===== src/rtl/keypad_pkg.sv =====
// Shared types and constants for the hex keypad scanner: FSM states,
// the row/column key map and helpers that decode a sampled row pattern.
package keypad_pkg;

  typedef enum logic [1:0] {
    ST_SCAN     = 2'd0,
    ST_DEBOUNCE = 2'd1,
    ST_HELD     = 2'd2,
    ST_RELEASE  = 2'd3
  } state_e;

  typedef struct packed {
    logic       hit;
    logic [1:0] idx;
  } row_hit_t;

  localparam logic [3:0] COL_RESET = 4'b1110;

  // Nibble at {row, col} is the hex digit printed on that key.
  localparam logic [63:0] KEY_MAP = {
    4'hD, 4'hE, 4'hF, 4'h0,
    4'hC, 4'h9, 4'h8, 4'h7,
    4'hB, 4'h6, 4'h5, 4'h4,
    4'hA, 4'h3, 4'h2, 4'h1
  };

  function automatic logic [3:0] key_lookup(input logic [1:0] r, input logic [1:0] c);
    logic [5:0] base;
    base = {r, c, 2'b00};
    return KEY_MAP[base +: 4];
  endfunction

  // Only patterns with exactly one low row identify a single key.
  function automatic row_hit_t single_low(input logic [3:0] rows);
    row_hit_t res;
    case (rows)
      4'b1110: res = '{hit: 1'b1, idx: 2'd0};
      4'b1101: res = '{hit: 1'b1, idx: 2'd1};
      4'b1011: res = '{hit: 1'b1, idx: 2'd2};
      4'b0111: res = '{hit: 1'b1, idx: 2'd3};
      default: res = '{hit: 1'b0, idx: 2'd0};
    endcase
    return res;
  endfunction

endpackage


===== src/rtl/sync_2ff.sv =====
// Two-flop synchronizer for quasi-static asynchronous inputs.
module sync_2ff #(
  parameter int               WIDTH     = 1,
  parameter logic [WIDTH-1:0] RESET_VAL = '0
) (
  input  logic             clk,
  input  logic             rst,
  input  logic [WIDTH-1:0] d,
  output logic [WIDTH-1:0] q
);

  logic [WIDTH-1:0] meta_q;
  logic [WIDTH-1:0] sync_q;

  // Resolve metastability over two stages
  always_ff @(posedge clk or posedge rst) begin
    if (rst) begin
      meta_q <= RESET_VAL;
      sync_q <= RESET_VAL;
    end else begin
      meta_q <= d;
      sync_q <= meta_q;
    end
  end

  assign q = sync_q;

endmodule


===== src/rtl/hex_keypad_entry.sv =====
// 4x4 hex keypad scanner with debounced press/release detection that shifts
// each accepted digit into a 16-bit entry register.
module hex_keypad_entry
  import keypad_pkg::*;
#(
  parameter int SCAN_TICKS     = 100_000,
  parameter int DEBOUNCE_SCANS = 4
) (
  input  logic        clk_100MHz,
  input  logic        rst,
  input  logic [3:0]  row,
  output logic [3:0]  col,
  input  logic        clr,
  output logic [15:0] value,
  output logic [3:0]  key_code,
  output logic        key_valid
);

  localparam int             TW        = $clog2(SCAN_TICKS);
  localparam logic [TW-1:0]  TICK_LAST = TW'(SCAN_TICKS - 1);
  localparam logic [3:0]     DB_LAST   = 4'(DEBOUNCE_SCANS);

  logic [3:0]    row_s;
  state_e        state_q, state_d;
  logic [TW-1:0] timer_q, timer_d;
  logic [1:0]    ci_q, ci_d;
  logic [3:0]    cnt_q, cnt_d;
  logic [3:0]    pat_q, pat_d;
  logic [1:0]    ridx_q, ridx_d;
  logic [3:0]    col_q, col_d;
  logic [15:0]   value_q, value_d;
  logic [3:0]    key_code_q, key_code_d;
  logic          key_valid_q, key_valid_d;

  logic          sample;
  logic          accept;
  logic [1:0]    acc_row;
  logic [3:0]    acc_code;
  row_hit_t      hit;

  sync_2ff #(.WIDTH(4), .RESET_VAL(4'hF)) u_row_sync (
    .clk (clk_100MHz),
    .rst (rst),
    .d   (row),
    .q   (row_s)
  );

  // Next-state logic for timer, scan FSM and the entry register
  always_comb begin
    state_d     = state_q;
    ci_d        = ci_q;
    cnt_d       = cnt_q;
    pat_d       = pat_q;
    ridx_d      = ridx_q;
    key_code_d  = key_code_q;
    key_valid_d = 1'b0;
    accept      = 1'b0;
    acc_row     = ridx_q;
    hit         = single_low(row_s);
    sample      = (timer_q == TICK_LAST);
    timer_d     = sample ? {TW{1'b0}} : timer_q + TW'(1);

    if (sample) begin
      case (state_q)
        ST_SCAN: begin
          if (hit.hit) begin
            pat_d  = row_s;
            ridx_d = hit.idx;
            if (DEBOUNCE_SCANS == 1) begin
              accept  = 1'b1;
              acc_row = hit.idx;
              state_d = ST_HELD;
            end else begin
              cnt_d   = 4'd1;
              state_d = ST_DEBOUNCE;
            end
          end else begin
            ci_d = ci_q + 2'd1;
          end
        end
        ST_DEBOUNCE: begin
          if (row_s == pat_q) begin
            if (cnt_q + 4'd1 == DB_LAST) begin
              accept  = 1'b1;
              state_d = ST_HELD;
            end else begin
              cnt_d = cnt_q + 4'd1;
            end
          end else begin
            state_d = ST_SCAN;
            ci_d    = ci_q + 2'd1;
          end
        end
        ST_HELD: begin
          // Column stays frozen while held, so other keys cannot be seen
          if (row_s == 4'hF) begin
            if (DEBOUNCE_SCANS == 1) begin
              state_d = ST_SCAN;
              ci_d    = ci_q + 2'd1;
            end else begin
              cnt_d   = 4'd1;
              state_d = ST_RELEASE;
            end
          end else begin
            state_d = ST_HELD;
          end
        end
        ST_RELEASE: begin
          if (row_s == 4'hF) begin
            if (cnt_q + 4'd1 == DB_LAST) begin
              state_d = ST_SCAN;
              ci_d    = ci_q + 2'd1;
            end else begin
              cnt_d = cnt_q + 4'd1;
            end
          end else begin
            state_d = ST_HELD;
          end
        end
        default: begin
          state_d = ST_SCAN;
        end
      endcase
    end else begin
      state_d = state_q;
    end

    acc_code = key_lookup(acc_row, ci_q);
    if (accept) begin
      key_valid_d = 1'b1;
      key_code_d  = acc_code;
    end else begin
      key_code_d = key_code_q;
    end

    // Clear has priority over shifting in a new digit
    if (clr) begin
      value_d = 16'h0000;
    end else if (accept) begin
      value_d = {value_q[11:0], acc_code};
    end else begin
      value_d = value_q;
    end

    col_d = ~(4'b0001 << ci_d);
  end

  // State and registered outputs
  always_ff @(posedge clk_100MHz or posedge rst) begin
    if (rst) begin
      state_q     <= ST_SCAN;
      timer_q     <= {TW{1'b0}};
      ci_q        <= 2'd0;
      cnt_q       <= 4'd0;
      pat_q       <= 4'hF;
      ridx_q      <= 2'd0;
      col_q       <= COL_RESET;
      value_q     <= 16'h0000;
      key_code_q  <= 4'h0;
      key_valid_q <= 1'b0;
    end else begin
      state_q     <= state_d;
      timer_q     <= timer_d;
      ci_q        <= ci_d;
      cnt_q       <= cnt_d;
      pat_q       <= pat_d;
      ridx_q      <= ridx_d;
      col_q       <= col_d;
      value_q     <= value_d;
      key_code_q  <= key_code_d;
      key_valid_q <= key_valid_d;
    end
  end

  assign col       = col_q;
  assign value     = value_q;
  assign key_code  = key_code_q;
  assign key_valid = key_valid_q;

endmodule


===== config.mk =====
export PLATFORM = sky130hd
export DESIGN_NAME = hex_keypad_entry
export DESIGN_NICKNAME = d
export VERILOG_FILES = /design/src/rtl/keypad_pkg.sv /design/src/rtl/sync_2ff.sv /design/src/rtl/hex_keypad_entry.sv
export SDC_FILE = /design/constraint.sdc
export NUM_CORES = 1
export LEC_CHECK = 0
export CAP_MARGIN = 20
export CORE_UTILIZATION = 64
export CTS_CLUSTER_SIZE = 25
export DETAILED_ROUTE_END_ITERATION = 12
export DONT_BUFFER_PORTS = 1
export HOLD_SLACK_MARGIN = 0.05
export PLACE_DENSITY_LB_ADDON = 0.12
export SLEW_MARGIN = 30
export SYNTH_ARGS = -nofsm -noshare
export SYNTH_HDL_FRONTEND = slang
export SYNTH_SLANG_ARGS = --single-unit

===== constraint.sdc =====
create_clock -name clk_100MHz -period 6.7 [get_ports clk_100MHz]
set_clock_uncertainty 0.15 [all_clocks]
set_input_delay 1.34 -clock clk_100MHz [delete_from_list [all_inputs] [get_ports clk_100MHz]]
set_output_delay 1.34 -clock clk_100MHz [all_outputs]
set_load 0.005 [all_outputs]

==> results.py <==
metrics = {
    "status": {
        "status": "finished, final reports clean",
    },
    "detailed_routing": {
        "avgViaCountPerCell": 5.81,
        "drtAntennaViolNets": 0,
        "totalWireLength_um": 4600,
        "wire_per_inst_um": 14.3,
        "dr.pass1.iters": 4,
        "drtIter0Drc": 110,
        "via_count": 1877,
        "drc_errors": 0,
    },
    "timing": {
        "clock.fmax_mhz": 292,
        "min_period_over_period_pct": 51.2,
        "worstMarginPinSlew_ns": 0.840,
        "drv_slew": 0,
        "final-setup-viol-count": 0,
        "tns_ns": 0,
        "hold_violations": 0,
        "maxSlewHeadroom_pct": 43.6,
        "finalCriticalPeriod_ns": 3.43,
        "rsz0062_at_grt": "no",
    },
    "yosys": {
        "avgSynthCellArea_um2": 11.2,
        "ys_seq_elements": 64,
        "synth_nets": 279,
        "synth_cell_types": 44,
        "yosysSeqAreaShare_pct": 54.5,
        "synth.area.top_cells": "dfrtp_1, dfstp_2, mux2i_1",
        "yosysWarnings": 0,
        "yosysMostFrequentCell": "dfrtp_1",
        "synth_top_area_share_pct": 41.2,
        "synthArstFlopShare_pct": 100,
        "synthTopCellsByCount": "dfrtp_1, nor2_1, mux2i_1, nand2_1, dfstp_2",
        "synth_cells": 265,
        "synth_edf_count": 0,
        "syn_area_mm2": 0.00298,
        "synth_ff_type": "dfrtp_1",
        "yosysTopAreaCell": "dfrtp_1",
    },
    "global_route": {
        "grt_max_degree": 57,
        "grt_usage_pct": 21.7,
        "grt-ovfl-total": 0,
        "grt_pass1_wl_um": 8180,
        "grt_pass1_vias": 1836,
        "antenna_found_initial": 0,
    },
    "layout": {
        "nNetsFinal": 280,
        "register_area_mm2": 0.00162,
        "instances_no_fill": 323,
        "drive_above_1_share_pct": 17.7,
        "syn2layout_area_growth_pct": 8.49,
        "num_antenna_cells": 0,
        "fin_util_pct": 73.1,
        "multi_input_area_mm2": 0.00129,
        "n_fill_cell": 293,
    },
    "worst_hold_path": {
        "min_path_cells": 0,
        "hp-class": "reg -> reg",
        "hold_start": "u_row_sync.meta_q[1]",
    },
    "clock_tree": {
        "post_cts_resized": 0,
        "cts_buffers": 9,
        "cts_tree": "built",
        "postCtsSetupBuffers": 0,
        "cts_buffer_depth": 2,
        "clk_latency_ns": 0.35,
        "cts_sinks": 64,
        "cts-root-buf": "clkbuf_8",
        "hold_buffers": 0,
        "cts.htree.levels": 3,
        "clk_pin_slew_worst_paths_ns": 0.08,
    },
    "critical_path": {
        "end_kind": "flop",
        "required_ns": 6.76,
        "ff2ff_setup_slack_ns": 3.27,
        "cp_cell_sequence": "or4b_1, nor4_4, nand4b_2, a211oi_1, a21oi_1",
        "crit_arrival_ns": 3.49,
        "critical_path_class": "reg -> reg",
        "cp_max_fo": 24,
        "r2r_cells": 5,
        "crit_end": "key_code[2]",
        "critPathLaunch": "timer_q[12]",
        "crit_cells": 5,
        "cp_top_family": "simple AND/OR/NAND/NOR gates",
        "r2r-end": "key_code[2]",
        "critPathSlowestCell": "nor4_4",
        "worst-path-buf-inv": 0,
        "cpPeakStageDelay_ns": 0.77,
        "rr_startpoint": "timer_q[12]",
        "start_kind": "flop",
    },
    "floorplanning": {
        "coreArea_mm2": 0.00441,
        "fp.dieH_um": 70.2,
        "rows": 24,
        "die_x_um": 70.2,
        "die_area_mm2": 0.00493,
        "initial_core_util_pct": 67.4,
        "io_pins": 32,
    },
    "placement": {
        "dpl.cell_count": 307,
        "port_buffers": 0,
        "dpl.hpwl_um": 3050,
        "gp_congestion": 0.777,
    },
    "power_and_ir_drop": {
        "ir_worst_vdd_mv": 0.176,
        "p_leak_uw": 0.00153,
        "power_density_mw_per_mm2": 238,
        "fin_total_pwr_uw": 767,
    },
    "flow_run": {
        "cap_viol_max_count": 0,
    },
}
## per-stage QoR
| stage | hold slack, ns | worst slack, ns | instance area [um^2] |
|---|---|---|---|
| global route | 0.213 | 2.92 | 3230 |
| detailed placement | 0.197 | 3.20 | 3000 |
| floorplan | 0.195 | 3.64 | 2980 |
| global placement | 0.196 | 3.33 | 3000 |
| finish | 0.206 | 3.27 | 3230 |
| CTS | 0.208 | 3.22 | 3220 |
## report_power, final
group / internal, uW / switching, uW
Sequential: 391 / 3.20
Combinational: 3.71 / 10.2
Clock: 210 / 149
Total: 604 / 163
## area by class of cell
cell class / instances / share of cell area [%]
clock buffers: 9 / 3.84
clock inverters: 7 / 2.95
inverters: 8 / 0.930
multi-input cells: 182 / 39.8
flip-flops and latches: 64 / 50.2
well taps: 52 / 2.02
repair buffers: 1 / 0.233
## flip-flops by register name, indices dropped and copies added, names as in the netlist
| name | count |
|---|---|
| key_valid | 1 |
| key_code | 4 |
| timer_q | 17 |
| acc_row | 2 |
| cnt_q | 4 |
| u_row_sync.q | 4 |
| u_row_sync.meta_q | 4 |
| ci_q | 2 |
| pat_q | 4 |
| state_q | 2 |
| col | 4 |
| value | 16 |
## cell usage in the layout, fill, tap and decap left out, types with 2 or more instances in the layout
master     Yosys  routed
xnor2_1       12      12
and4_1         3       3
a21o_1         2       2
nand2_1       17      17
and4b_1        2       2
inv_1          8       7
nand3b_1       2       2
o31ai_1        4       4
a21oi_1        8       8
nand4_1        5       5
and3_1         4       4
or3_1          3       3
nor2b_1        2       2
clkbuf_8       0       9
nor3b_1        2       2
nand3_1       10      10
xor2_1        11      11
dfrtp_1       49      49
bufinv_16      0       2
nor2_1        36      36
dfstp_2       15      15
nand4b_2       2       2
clkinv_2       0       2
mux2i_1       17      17
o21ai_0        6       6
nor3_1         3       3
mux2_2         8       8
ha_1           7       7
## layer usage
layer	up-vias	part of all wire [%]	GRT usage, %
met4	0	2.6	12.0
met5	-	0	0
li1	927	-	-
met2	30	47	32.5
met3	12	4.3	7.94
met1	908	46	27.4
## worst min path at each step
stage                                 end  slack (ns)
after floorplan           u_row_sync.q[0]        0.20
after global routing      u_row_sync.q[2]        0.21
after global placement    u_row_sync.q[2]        0.20
after CTS                 u_row_sync.q[1]        0.21
final                     u_row_sync.q[1]        0.21
after detailed placement  u_row_sync.q[2]        0.20
## cells by family after synthesis
family                     after synthesis  synth area share, %
AOI/OAI and AO/OA                       28                 6.01
buffers and inverters                   19                 2.52
adders and majority gates                7                 2.94
muxes                                   25                 8.75
and+or+nand+nor                         99                 18.5
DFF                                     64                 54.5
xor gates and xnor gates                23                 6.77
Note: power is estimated with default switching activity, not from simulation.
